File: src/rtl/alu_pkg.sv
// rtl/alu_pkg.sv - shared funct, select and alu_ctl codes plus sequencer types
package alu_pkg;

    localparam logic [5:0] FUNCT_AND   = 6'b100100;
    localparam logic [5:0] FUNCT_OR    = 6'b100101;
    localparam logic [5:0] FUNCT_ADD   = 6'b100000;
    localparam logic [5:0] FUNCT_SUB   = 6'b100010;
    localparam logic [5:0] FUNCT_SLT   = 6'b101010;
    localparam logic [5:0] FUNCT_SLL   = 6'b000000;
    localparam logic [5:0] FUNCT_MFHI  = 6'b010000;
    localparam logic [5:0] FUNCT_MFLO  = 6'b010010;
    localparam logic [5:0] FUNCT_MULTU = 6'b011001;
    localparam logic [5:0] FUNCT_DIVU  = 6'b011011;

    localparam logic [1:0] SEL_ALU   = 2'b00;
    localparam logic [1:0] SEL_HI    = 2'b01;
    localparam logic [1:0] SEL_LO    = 2'b10;
    localparam logic [1:0] SEL_SHIFT = 2'b11;

    localparam logic [2:0] ALU_AND = 3'b000;
    localparam logic [2:0] ALU_OR  = 3'b001;
    localparam logic [2:0] ALU_ADD = 3'b010;
    localparam logic [2:0] ALU_SUB = 3'b110;
    localparam logic [2:0] ALU_SLT = 3'b111;

    typedef enum logic {
        ST_IDLE = 1'b0,
        ST_MUL  = 1'b1
    } seq_state_e;

    // One decoded op: legal flag, multi-cycle flag, result select and ALU control.
    typedef struct packed {
        logic       legal;
        logic       multi;
        logic [1:0] sel;
        logic [2:0] alu_ctl;
    } dec_t;

endpackage

File: src/rtl/alu_sequencer_if.sv
// rtl/alu_sequencer_if.sv - op issue handshake between requester and sequencer
interface alu_sequencer_if;
    logic       op_valid;
    logic [5:0] funct;
    logic       op_ready;

    modport master (output op_valid, output funct, input op_ready);
    modport slave  (input op_valid, input funct, output op_ready);
endinterface

File: src/rtl/mdu_counter.sv
// rtl/mdu_counter.sv - loadable 5-bit down-counter shared by MULTU and DIVU
module mdu_counter (
    input  logic       clk,
    input  logic       reset,
    input  logic       load_i,
    input  logic       en_i,
    input  logic [4:0] load_val_i,
    output logic [4:0] cnt_o,
    output logic       zero_o
);
    logic [4:0] cnt_q;
    logic [4:0] cnt_d;

    // Load has priority over decrement so a new sequence always starts clean.
    always_comb begin
        cnt_d = cnt_q;
        if (load_i) begin
            cnt_d = load_val_i;
        end else if (en_i) begin
            cnt_d = cnt_q - 5'd1;
        end
    end

    // Counter register.
    always_ff @(posedge clk) begin
        if (reset) begin
            cnt_q <= 5'd0;
        end else begin
            cnt_q <= cnt_d;
        end
    end

    assign cnt_o  = cnt_q;
    assign zero_o = (cnt_q == 5'd0);
endmodule

File: src/rtl/alu_sequencer.sv
// rtl/alu_sequencer.sv - ALU control sequencer with multi-cycle MULTU; DIVU via ALU_SEQ_DIVU_EN
module alu_sequencer
    import alu_pkg::*;
#(
    parameter int MUL_CYCLES = 32
) (
    input  logic            clk,
    input  logic            reset,
    alu_sequencer_if.slave  op_if,
    output logic            result_valid,
    output logic [1:0]      sel,
    output logic [2:0]      alu_ctl,
    output logic            illegal,
    output logic            mul_start,
    output logic            mul_step,
    output logic            hilo_we,
    output logic            busy
`ifdef ALU_SEQ_DIVU_EN
    ,
    output logic            div_mode
`endif
);
    localparam logic [4:0] CNT_LOAD = 5'(MUL_CYCLES - 1);

    function automatic dec_t decode(input logic [5:0] f);
        dec_t d;
        d = '0;
        d.legal = 1'b1;
        case (f)
            FUNCT_AND:   d.alu_ctl = ALU_AND;
            FUNCT_OR:    d.alu_ctl = ALU_OR;
            FUNCT_ADD:   d.alu_ctl = ALU_ADD;
            FUNCT_SUB:   d.alu_ctl = ALU_SUB;
            FUNCT_SLT:   d.alu_ctl = ALU_SLT;
            FUNCT_SLL:   d.sel     = SEL_SHIFT;
            FUNCT_MFHI:  d.sel     = SEL_HI;
            FUNCT_MFLO:  d.sel     = SEL_LO;
            FUNCT_MULTU: d.multi   = 1'b1;
`ifdef ALU_SEQ_DIVU_EN
            FUNCT_DIVU:  d.multi   = 1'b1;
`endif
            default:     d.legal   = 1'b0;
        endcase
        return d;
    endfunction

    seq_state_e state_q, state_d;
    dec_t       dec;
    logic       op_ready;
    logic       accept, start, single;
    logic [4:0] cnt;
    logic       cnt_zero;
    logic       rv_q, ill_q;
    logic [1:0] sel_q;
    logic [2:0] ctl_q;

    assign dec    = decode(op_if.funct);
    assign accept = op_if.op_valid && op_ready;
    assign start  = accept && dec.multi;
    assign single = accept && !dec.multi;

    mdu_counter u_cnt (
        .clk        (clk),
        .reset      (reset),
        .load_i     (start),
        .en_i       ((state_q == ST_MUL) && !cnt_zero),
        .load_val_i (CNT_LOAD),
        .cnt_o      (cnt),
        .zero_o     (cnt_zero)
    );

`ifdef ALU_SEQ_DIVU_EN
    logic div_q, div_d;

    // Divide mode is latched at issue and dropped when the sequence ends.
    always_comb begin
        div_d = div_q;
        if (start) begin
            div_d = (op_if.funct == FUNCT_DIVU);
        end else if ((state_q == ST_MUL) && cnt_zero) begin
            div_d = 1'b0;
        end
    end

    // Divide-mode register.
    always_ff @(posedge clk) begin
        if (reset) begin
            div_q <= 1'b0;
        end else begin
            div_q <= div_d;
        end
    end

    assign div_mode = div_q;
`endif

    // State register.
    always_ff @(posedge clk) begin
        if (reset) begin
            state_q <= ST_IDLE;
        end else begin
            state_q <= state_d;
        end
    end

    // Next state: a multi-cycle op starts from IDLE and ends on counter zero.
    always_comb begin
        state_d = state_q;
        case (state_q)
            ST_IDLE: if (start)    state_d = ST_MUL;
            ST_MUL:  if (cnt_zero) state_d = ST_IDLE;
            default: state_d = ST_IDLE;
        endcase
    end

    // FSM outputs; HI/LO readers and new multiplies wait until HI/LO is written.
    always_comb begin
        op_ready  = 1'b1;
        mul_start = 1'b0;
        mul_step  = 1'b0;
        hilo_we   = 1'b0;
        busy      = 1'b0;
        if (state_q == ST_MUL) begin
            busy      = 1'b1;
            mul_step  = 1'b1;
            mul_start = (cnt == CNT_LOAD);
            hilo_we   = cnt_zero;
            op_ready  = !((op_if.funct == FUNCT_MFHI) ||
                          (op_if.funct == FUNCT_MFLO) || dec.multi);
        end
    end

    assign op_if.op_ready = op_ready;

    // Single-cycle result register; sel/alu_ctl hold between results.
    always_ff @(posedge clk) begin
        if (reset) begin
            rv_q  <= 1'b0;
            ill_q <= 1'b0;
            sel_q <= SEL_ALU;
            ctl_q <= ALU_AND;
        end else begin
            rv_q  <= single;
            ill_q <= single && !dec.legal;
            if (single) begin
                sel_q <= dec.sel;
                ctl_q <= dec.alu_ctl;
            end
        end
    end

    assign result_valid = rv_q;
    assign illegal      = ill_q;
    assign sel          = sel_q;
    assign alu_ctl      = ctl_q;
endmodule

File: src/flat_wrapper.sv
// flat-port wrapper written by rule: the top's interface ports become plain ports
module alu_sequencer_flat import alu_pkg::*;
#(
    parameter int MUL_CYCLES = 32
)
  (clk, reset, result_valid, sel, alu_ctl, illegal, mul_start, mul_step, hilo_we, busy, op_if_op_valid, op_if_funct, op_if_op_ready);
  alu_sequencer_if op_if_i ();
  input  logic clk;
  input  logic reset;
  output logic result_valid;
  output logic [1:0] sel;
  output logic [2:0] alu_ctl;
  output logic illegal;
  output logic mul_start;
  output logic mul_step;
  output logic hilo_we;
  output logic busy;
  input wire logic [$bits(op_if_i.op_valid)-1:0] op_if_op_valid;
  input wire logic [$bits(op_if_i.funct)-1:0] op_if_funct;
  output wire logic [$bits(op_if_i.op_ready)-1:0] op_if_op_ready;
  assign op_if_i.op_valid = op_if_op_valid;
  assign op_if_i.funct = op_if_funct;
  assign op_if_op_ready = op_if_i.op_ready;
  alu_sequencer #(.MUL_CYCLES(MUL_CYCLES)) u_core (.clk(clk), .reset(reset), .op_if(op_if_i), .result_valid(result_valid), .sel(sel), .alu_ctl(alu_ctl), .illegal(illegal), .mul_start(mul_start), .mul_step(mul_step), .hilo_we(hilo_we), .busy(busy));
endmodule
File: config.mk
export PLATFORM = sky130hd
export DESIGN_NAME = alu_sequencer_flat
export DESIGN_NICKNAME = d
export VERILOG_FILES = /design/src/rtl/alu_pkg.sv /design/src/rtl/alu_sequencer_if.sv /design/src/rtl/mdu_counter.sv /design/src/rtl/alu_sequencer.sv /design/src/flat_wrapper.sv
export SDC_FILE = /design/constraint.sdc
export NUM_CORES = 1
export LEC_CHECK = 0
export BUFFER_PORTS_ARGS = -buffer_cell sky130_fd_sc_hd__buf_2
export CAP_MARGIN = 15
export CORE_MARGIN = 2
export CORE_UTILIZATION = 40
export DETAILED_ROUTE_END_ITERATION = 6
export PLACE_DENSITY_LB_ADDON = 0.25
export SETUP_SLACK_MARGIN = 0.2
export SYNTH_ARGS = -nofsm -noshare
export SYNTH_HDL_FRONTEND = slang
export SYNTH_SLANG_ARGS = --single-unit
File: constraint.sdc
create_clock -name clk -period 1.28 [get_ports clk]
set_input_delay 0.256 -clock clk [delete_from_list [all_inputs] [get_ports clk]]
set_output_delay 0.256 -clock clk [all_outputs]
set_load 0.01 [all_outputs]
[Word level (Yosys, flattened, before mapping)]
Cells that the tools add are included.
Word-level totals
  flip-flop bits (word level): 13
  latch bits: 0
  bits in writable memories: 0
  bits in read-only memories: 0
  input bits: 9
  output and inout port bits: 12
  word-level logic and storage cells: 45
  memories: 0
Operators by class
  $add $sub $neg: 1
  multipliers: 0
  div/mod/pow operators: 0
  magnitude comparators: 0
  eq/ne operators: 9
  shift operators: 0
  multiplexer cells: 13
  bitwise operators: 1
  reductions and logical operators: 15
Operator list (count)
  $eq A6 B6 Y1 const B: 5
  $eq A6 B5 Y1 const B: 3
  $pmux W3 S4: 1
  $mux W5: 2
  $reduce_or A9 Y1: 1
  $mux W1: 8
  $logic_not A6 Y1: 1
  $pmux W2 S3: 1
  $eq A5 B5 Y1 const B: 1
  $logic_and A1 B1 Y1: 5
  $logic_not A5 Y1: 1
  $sub A5 B1 Y5 const B: 1
  $logic_not A1 Y1: 4
  $logic_or A1 B1 Y1: 2
  $pmux W1 S2: 1
  $reduce_bool A2 Y1: 1
  $not A1 Y1: 1

[Logic depth before layout (Yosys ltp)]
Gate-level depths: netlist of run 1.
  word-level depth: 9
  mapped depth: 6
  mapped depth without buffers: 6

[Cells and area by module]
Synthesis of run 1 repeated with hierarchy kept, for this count alone.
Unflattened totals
  cell total of the unflattened synthesis: 93
  area, all modules: 783.3 sq um
Modules (own cells, without submodules)
  alu_sequencer: times used 1, cells each 61, area an instance 501.7 sq um, seq. area each 160.2 sq um
  mdu_counter: times used 1, cells each 32, area an instance 281.5 sq um, seq. area each 100.1 sq um

[Worst setup path before layout of run 1]
OpenSTA, ideal clock, no wires.
  path kind: register to register
  from: register u_core.u_cnt.cnt_q[1], in the netlist u_core.u_cnt.cnt_o[1]
  to: register u_core.u_cnt.cnt_q[1], in the netlist u_core.u_cnt.cnt_o[1]
  setup time: 0.135 ns
  arrival: 1.223 ns
  data required time: 1.145 ns
  path slack: -0.078 ns
  cell stages (with the launch flop): 7
  buffers on the path: 0
  clock period less this slack: 1.358 ns
  cells stage by stage: dfxtp_1 inv_1 ha_1 nor4b_1 nor2b_1 nor2_1 a221oi_2
Between the ends
  longest elaborated chain between the ends: 4
  elaborated cells on any way between the ends: 7
  classes of those cells: add/sub (1); mux (2); reduce/logical (4)
Ends and longest elaborated chain
  from (decl): line mdu_counter.sv:11  | logic [4:0] cnt_q;
  from (signal assigned): line mdu_counter.sv:29  | cnt_q <= cnt_d;
  parallel branches: the longest is 4 deep, another holds $sub A5 B1 Y5
Several ways; the timed one is not identified. The select of a mux whose other input is x is not followed.
A chain may end at the register's enable or synchronous reset.

[Worst setup path after layout of run 1]
  from: register u_core.u_cnt.cnt_q[1], in the netlist u_core.u_cnt.cnt_o[1]
  to: output hilo_we
Between the ends
  longest elaborated chain between the ends: 2
Ends and longest elaborated chain
  $logic_not A5 Y1: line mdu_counter.sv:34  | assign zero_o = (cnt_q == 5'd0);
  $mux W1: line alu_sequencer.sv:123  | if (state_q == ST_MUL) begin
  to (decl): line flat_wrapper.sv:16  | output logic hilo_we;
No other way between the ends.

==> results.cfg, run 1 <==
[cells_and_area]
nets = 148
fin_util = 0.784
drive_gt1_frac = 0.684
stdcell_count = 161
design_area_um2 = 1370
syn_to_final_growth_pct = 84.2
n_antenna_cell = 0

[outcome]
outcome = finished with violations
violations = setup timing

[global_routing]
grt_max_degree = 9
first_global_vias = 705
track_usage = 0.197
grt_pass1_wl_um = 2940
grt_overflow = 0
antenna_found_initial = 0

[timing]
rsz0062_at_grt = true
hold_violations = 0
fin_crit_ns = 1.56
slew-limit-headroom = 0.673
slew_viol_final = 0
setup_slack_ns = -0.277
period_share = 1.22
skew_ns = 0.00151
fin_hold_ws_ns = 0.298
worstMarginPinSlew_ns = 0.483
tns_ns = -1.08
fmaxAchievable_mhz = 642
setup_viol = 6

[worst_hold_path]
hp-class = primary input to flip-flop

[drt]
drt-total-wl_um = 2150
firstDrtPassIters = 4
ant_nets = 0
vias = 824
wire_per_inst_um = 13.3
vias_per_cell = 5.12
drc_errors = 0
drt_iter0_drc = 12

[synthesis]
yosysWarnings = 0
syn_area_per_cell_um2 = 8.95
syn_inst = 83
yosysTopAreaCellShare = 0.350
synth_area_leader_cell = dfxtp_1
synth_fp_nets = 94
netlist_top_cells_area = dfxtp_1 (35%), nand2b_1 (5.1%), a21oi_1 (4.0%), nor2_1 (3.5%), ha_1 (3.4%)
yosysUniqueCellTypes = 37
synth_area_um2 = 743
yosysSeqAreaShare = 0.350
synth_seq_cells = 13

[clocking]
clk_latency_ns = 0.28
clockBufferDepth = 2
cts_buffers = 3
path_clk_slew_ns = 0.08
cts_root_buf = clkbuf_4
htreeDepth = 1
cts_tree = yes
cts_sinks = 13

[floorplanning]
fp-row-count = 15
dieArea_um2 = 2220
core_area_um2 = 1750
ios = 21
dieWidth_um = 47.1
fp.dieH_um = 47.1
start_util = 0.426

[setup_path]
cp.arrival_ns = 1.30
critPathMaxFanout = 2
required_ns = 1.02
crit_type = flip-flop to primary output
start_kind = flip-flop
end_kind = primary output

[placed_design]
dp_slack_ns = -0.124
gp_congestion = 0.747
dpl.hpwl_um = 1360
dpl_cell_area_um2 = 1030
io_buffers = 20
dp_cells = 143

[power]
p_per_area_nw_per_um2 = 607
vdd_drop_max_mv = 0.428
power_leakage_nw = 0.559
p_total_mw = 0.831

[flow_run]
cap_violations = 0
==> final timing paths <==
kind | depth (start not counted) | to | slack, ns | startpoint
max | 5 | hilo_we | -0.28 | u_core.u_cnt.cnt_o[1]$_SDFFE_PP0P_
min | 3 | u_core.alu_ctl[1]$_SDFFE_PP0P_ | 0.30 | reset
max reg2reg | 6 | u_core.u_cnt.cnt_o[3]$_SDFFE_PP0P_ | -0.23 | u_core.u_cnt.cnt_o[0]$_SDFFE_PP0P_
min reg2reg | 2 | u_core.sel[1]$_SDFFE_PP0P_ | 0.48 | u_core.sel[1]$_SDFFE_PP0P_
==> synth_stat cells, drive strengths merged <==
library cell and number:
nand4b 1, or3 1, dfxtp 13, nand3b 1, nor4b 2, nor4bb 1, nor2b 2, o21ai 5
ha 2, or3b 1, nand2 2, inv 4, and2 1, o32a 1, and4b 1, nor2 7
nor3 4, buf 2, o32ai 2, nor3b 3, and3 1, o21a 2, a21oi 7, nand3 4
o211ai 1, or4b 1, and3b 1, dlymetal6s2s 1, a221oi 1, xnor2 1, nand2b 6, o31ai 1
==> layout by cell type, fill, tap and decap left out, types with 2 or more instances in the layout <==
| cell type | n |
|---|---|
| buf_2 | 15 |
| o21ai_1 | 2 |
| nor2_4 | 2 |
| nor3_2 | 2 |
| clkbuf_4 | 3 |
| dfxtp_2 | 3 |
| inv_2 | 2 |
| a21oi_1 | 3 |
| ha_4 | 2 |
| buf_6 | 18 |
| nor2b_4 | 2 |
| nand3_1 | 4 |
| buf_4 | 19 |
| a21oi_2 | 4 |
| nand2b_1 | 5 |
| nor2_1 | 4 |
| o21ai_2 | 2 |
| dfxtp_1 | 9 |
| inv_1 | 2 |
| nor3b_4 | 2 |
==> critical path, stage by stage, from the launching register on <==
cell	delay [ns]
dfxtp_2	0.33
inv_2	0.07
ha_4	0.13
nor4b_4	0.21
and2_4	0.18
buf_6	0.09
==> where the power goes <==
part	total (mW)	leakage (nW)	internal [mW]	switching, mW
clock network	0.264	0.0150	0.121	0.143
logic	0.156	0.436	0.0850	0.0709
registers	0.411	0.108	0.409	0.00283
==> timing repair <==
| action | 4_1_cts | 5_1_grt |
|---|---|---|
| setup buffers | 11 | 3 |
| endpoints found under the setup margin | 16 | 18 |
| gates resized for setup | 29 | 17 |
| hold buffers | 0 | 0 |
| pin swaps | 17 | 10 |
| cloned | 0 | 0 |
==> per-layer routing <==
layer  global-route usage  up-vias  routed length [um]
met1                0.218      385                 826
met3               0.0346        4                  66
met4                0.100        0                  32
met2                0.359       19                1220
met5                    0        -                   0
li1                     -      416                   -
==> layout make-up <==
type / count / area, um2
Clock buffer: 4 / 26.3
Timing Repair Buffer: 52 / 420
Sequential cell: 13 / 268
Fill cell: 103 / 377
Inverter: 4 / 15.0
Multi-Input combinational cell: 63 / 608
Tap cell: 25 / 31.3
==> flip-flops by register name (all words and copies together) (netlist names) <==
register and count:
u_core.result_valid 1, u_core.u_cnt.cnt_o 5, u_core.illegal 1, u_core.sel 2, u_core.alu_ctl 3, u_core.state_q 1
==> cell families (layout without fill, tap and decap cells) <==
family | Yosys count | after routing | synth area share
DFF | 13 | 13 | 0.350
buffers and inverters | 7 | 60 | 0.0623
adders and majority gates | 2 | 2 | 0.0337
AOI/OAI and AO/OA | 20 | 20 | 0.185
xor gates and xnor gates | 1 | 1 | 0.0118
and+or+nand+nor | 40 | 40 | 0.357
No activity file was read; power rests on OpenSTA's default activity.
==> inputs of run 2 (changes only) <==
- CORE_UTILIZATION: 40 -> 33
==> run 2 against run 1 <==
Effect of this change:
- the flow still finishes with violations (setup timing)
- total power shrank 2.7%
- worst setup slack gained 0.014 ns
- critical path type unchanged
- hold slack gained 0.0029 ns
- clock-buffer cell count is the same
==> results.cfg, run 2 (synthesized netlist as in run 1, its figures left out) <==
[setup_path]
r2r-end = u_core.u_cnt.cnt_o[3]$_SDFFE_PP0P_
crit_type = flip-flop to primary output
crit_family = simple AND/OR/NAND/NOR gates
end_kind = primary output
reg2reg_from = u_core.u_cnt.cnt_o[0]$_SDFFE_PP0P_
critPathBufInv = 2
path_cells = inv_2 -> ha_4 -> nor4b_4 -> and2_4 -> buf_6
max_stage_delay_ns = 0.33
required_ns = 1.02
cpMaxStageDelayCell = dfxtp_2
start_kind = flip-flop
reg2reg_slack_ns = -0.15
r2r_cells = 5
critPathMaxFanout = 2
cp.arrival_ns = 1.29

[power]
swShare = 0.248
power.switching_mw = 0.200
internal-power_mw = 0.609
vdd_drop_max_mv = 0.503
power_leakage_nw = 0.529
p_per_area_nw_per_um2 = 629
clockPowerShare = 0.313
seq_power_share = 0.508
comb_power_share = 0.178

[drt]
vias = 792
drc_errors = 0
drt_iter0_drc = 10
drt-total-wl_um = 1990
vias_per_cell = 4.92
ant_nets = 0
firstDrtPassIters = 4
wire_per_inst_um = 12.4

[cells_and_area]
drive_gt1_frac = 0.617
fin_util = 0.593
multi_input_area_um2 = 546
final_common_cell = buf_4
largest_reg_flops = 5
n_fill_cell = 198
syn_to_final_growth_pct = 73.1
n_antenna_cell = 0
nets = 145
seq_area_um2 = 267
most-common-layout-cells = buf_4 (20), buf_2 (14), buf_6 (14)

[floorplanning]
core_area_um2 = 2170
fp.dieH_um = 51.5
ios = 21
dieWidth_um = 51.5
fp-row-count = 17
dieArea_um2 = 2650
start_util = 0.343

[clocking]
clk_latency_ns = 0.28
cts_sinks = 13
htreeDepth = 1
cts_tree = yes
cts_buffers = 3
path_clk_slew_ns = 0.07
cts_root_buf = clkbuf_4
clockBufferDepth = 2

[global_routing]
grt_pass1_wl_um = 3280
grt_overflow = 0
antenna_found_initial = 0
track_usage = 0.168
first_global_vias = 799
grt_max_degree = 12

[timing]
worstMarginPinSlew_ns = 0.403
slew-limit-headroom = 0.727
fin_hold_ws_ns = 0.301
rsz0062_at_grt = true
fmaxAchievable_mhz = 648
skew_ns = 0.00104
setup_slack_ns = -0.263
setup_viol = 6
period_share = 1.21
slew_viol_final = 0
fin_crit_ns = 1.54
hold_violations = 0

[placed_design]
gp_congestion = 0.744
dpl.hpwl_um = 1360
io_buffers = 20
dp_slack_ns = -0.131

[outcome]
outcome = finished with violations
violations = setup timing

[worst_hold_path]
hp-start = op_if_funct[3]
min_to = u_core.illegal$_SDFF_PP0_
holdPathStages = 2
hp-class = primary input to flip-flop

[flow_run]
cap_violations = 0
-- run 2: worst max path at each step --
stage	startpoint	to	slack [ns]	depth (start not counted)
CTS	u_core.u_cnt.cnt_o[1]$_SDFFE_PP0P_	hilo_we	-0.25	5
detailed placement	op_if_funct[2]	u_core.u_cnt.cnt_o[1]$_SDFFE_PP0P_	-0.13	5
finish	u_core.u_cnt.cnt_o[1]$_SDFFE_PP0P_	hilo_we	-0.26	5
floorplan	op_if_funct[2]	u_core.u_cnt.cnt_o[3]$_SDFFE_PP0P_	0.06	3
global placement	op_if_funct[2]	u_core.u_cnt.cnt_o[3]$_SDFFE_PP0P_	-0.07	4
global route	u_core.u_cnt.cnt_o[0]$_SDFFE_PP0P_	hilo_we	-0.33	5
-- run 2: routing by layer --
metal  vias up  GRT usage  part of all wire
li1        405          -                 -
met1       365      0.179              0.43
met2        16      0.301              0.51
met3         6     0.0175             0.022
met4         0      0.127             0.040
met5         -          0                 0
-- run 2: through the flow --
step / setup TNS, ns / std cells / area, um2 / power, mW
2_1_floorplan: 0 / 83 / 796 / 0.479
3_3_place_gp: -0.339 / 144 / 1020 / 0.532
3_5_place_dp: -0.581 / 144 / 1020 / 0.534
4_1_cts: -0.727 / 158 / 1250 / 0.809
5_1_grt: -1.16 / 161 / 1290 / 0.849
6_report: -0.757 / 161 / 1290 / 0.809
-- run 2: cell type report --
cell class	count	share of cell area
Clock buffer	4	0.0204
Sequential cell	13	0.207
Tap cell	28	0.0272
Timing Repair Buffer	49	0.309
Multi-Input combinational cell	63	0.424
Inverter	4	0.0117
-- run 2: repair_timing --
| action | 4_1_cts | 5_1_grt |
|---|---|---|
| resized for setup | 27 | 3 |
| setup buffers | 10 | 3 |
| endpoints found under the setup margin | 15 | 18 |
| hold buffers | 0 | 0 |
| pin swaps | 12 | 5 |
-- run 2: power by group through the flow --
stage	clock network, mW	logic (mW)	registers [mW]
detailed placement	0	0.113	0.421
global placement	0	0.111	0.421
global route	0.281	0.156	0.412
floorplan	0	0.0545	0.424
finish	0.253	0.144	0.411
CTS	0.257	0.141	0.411
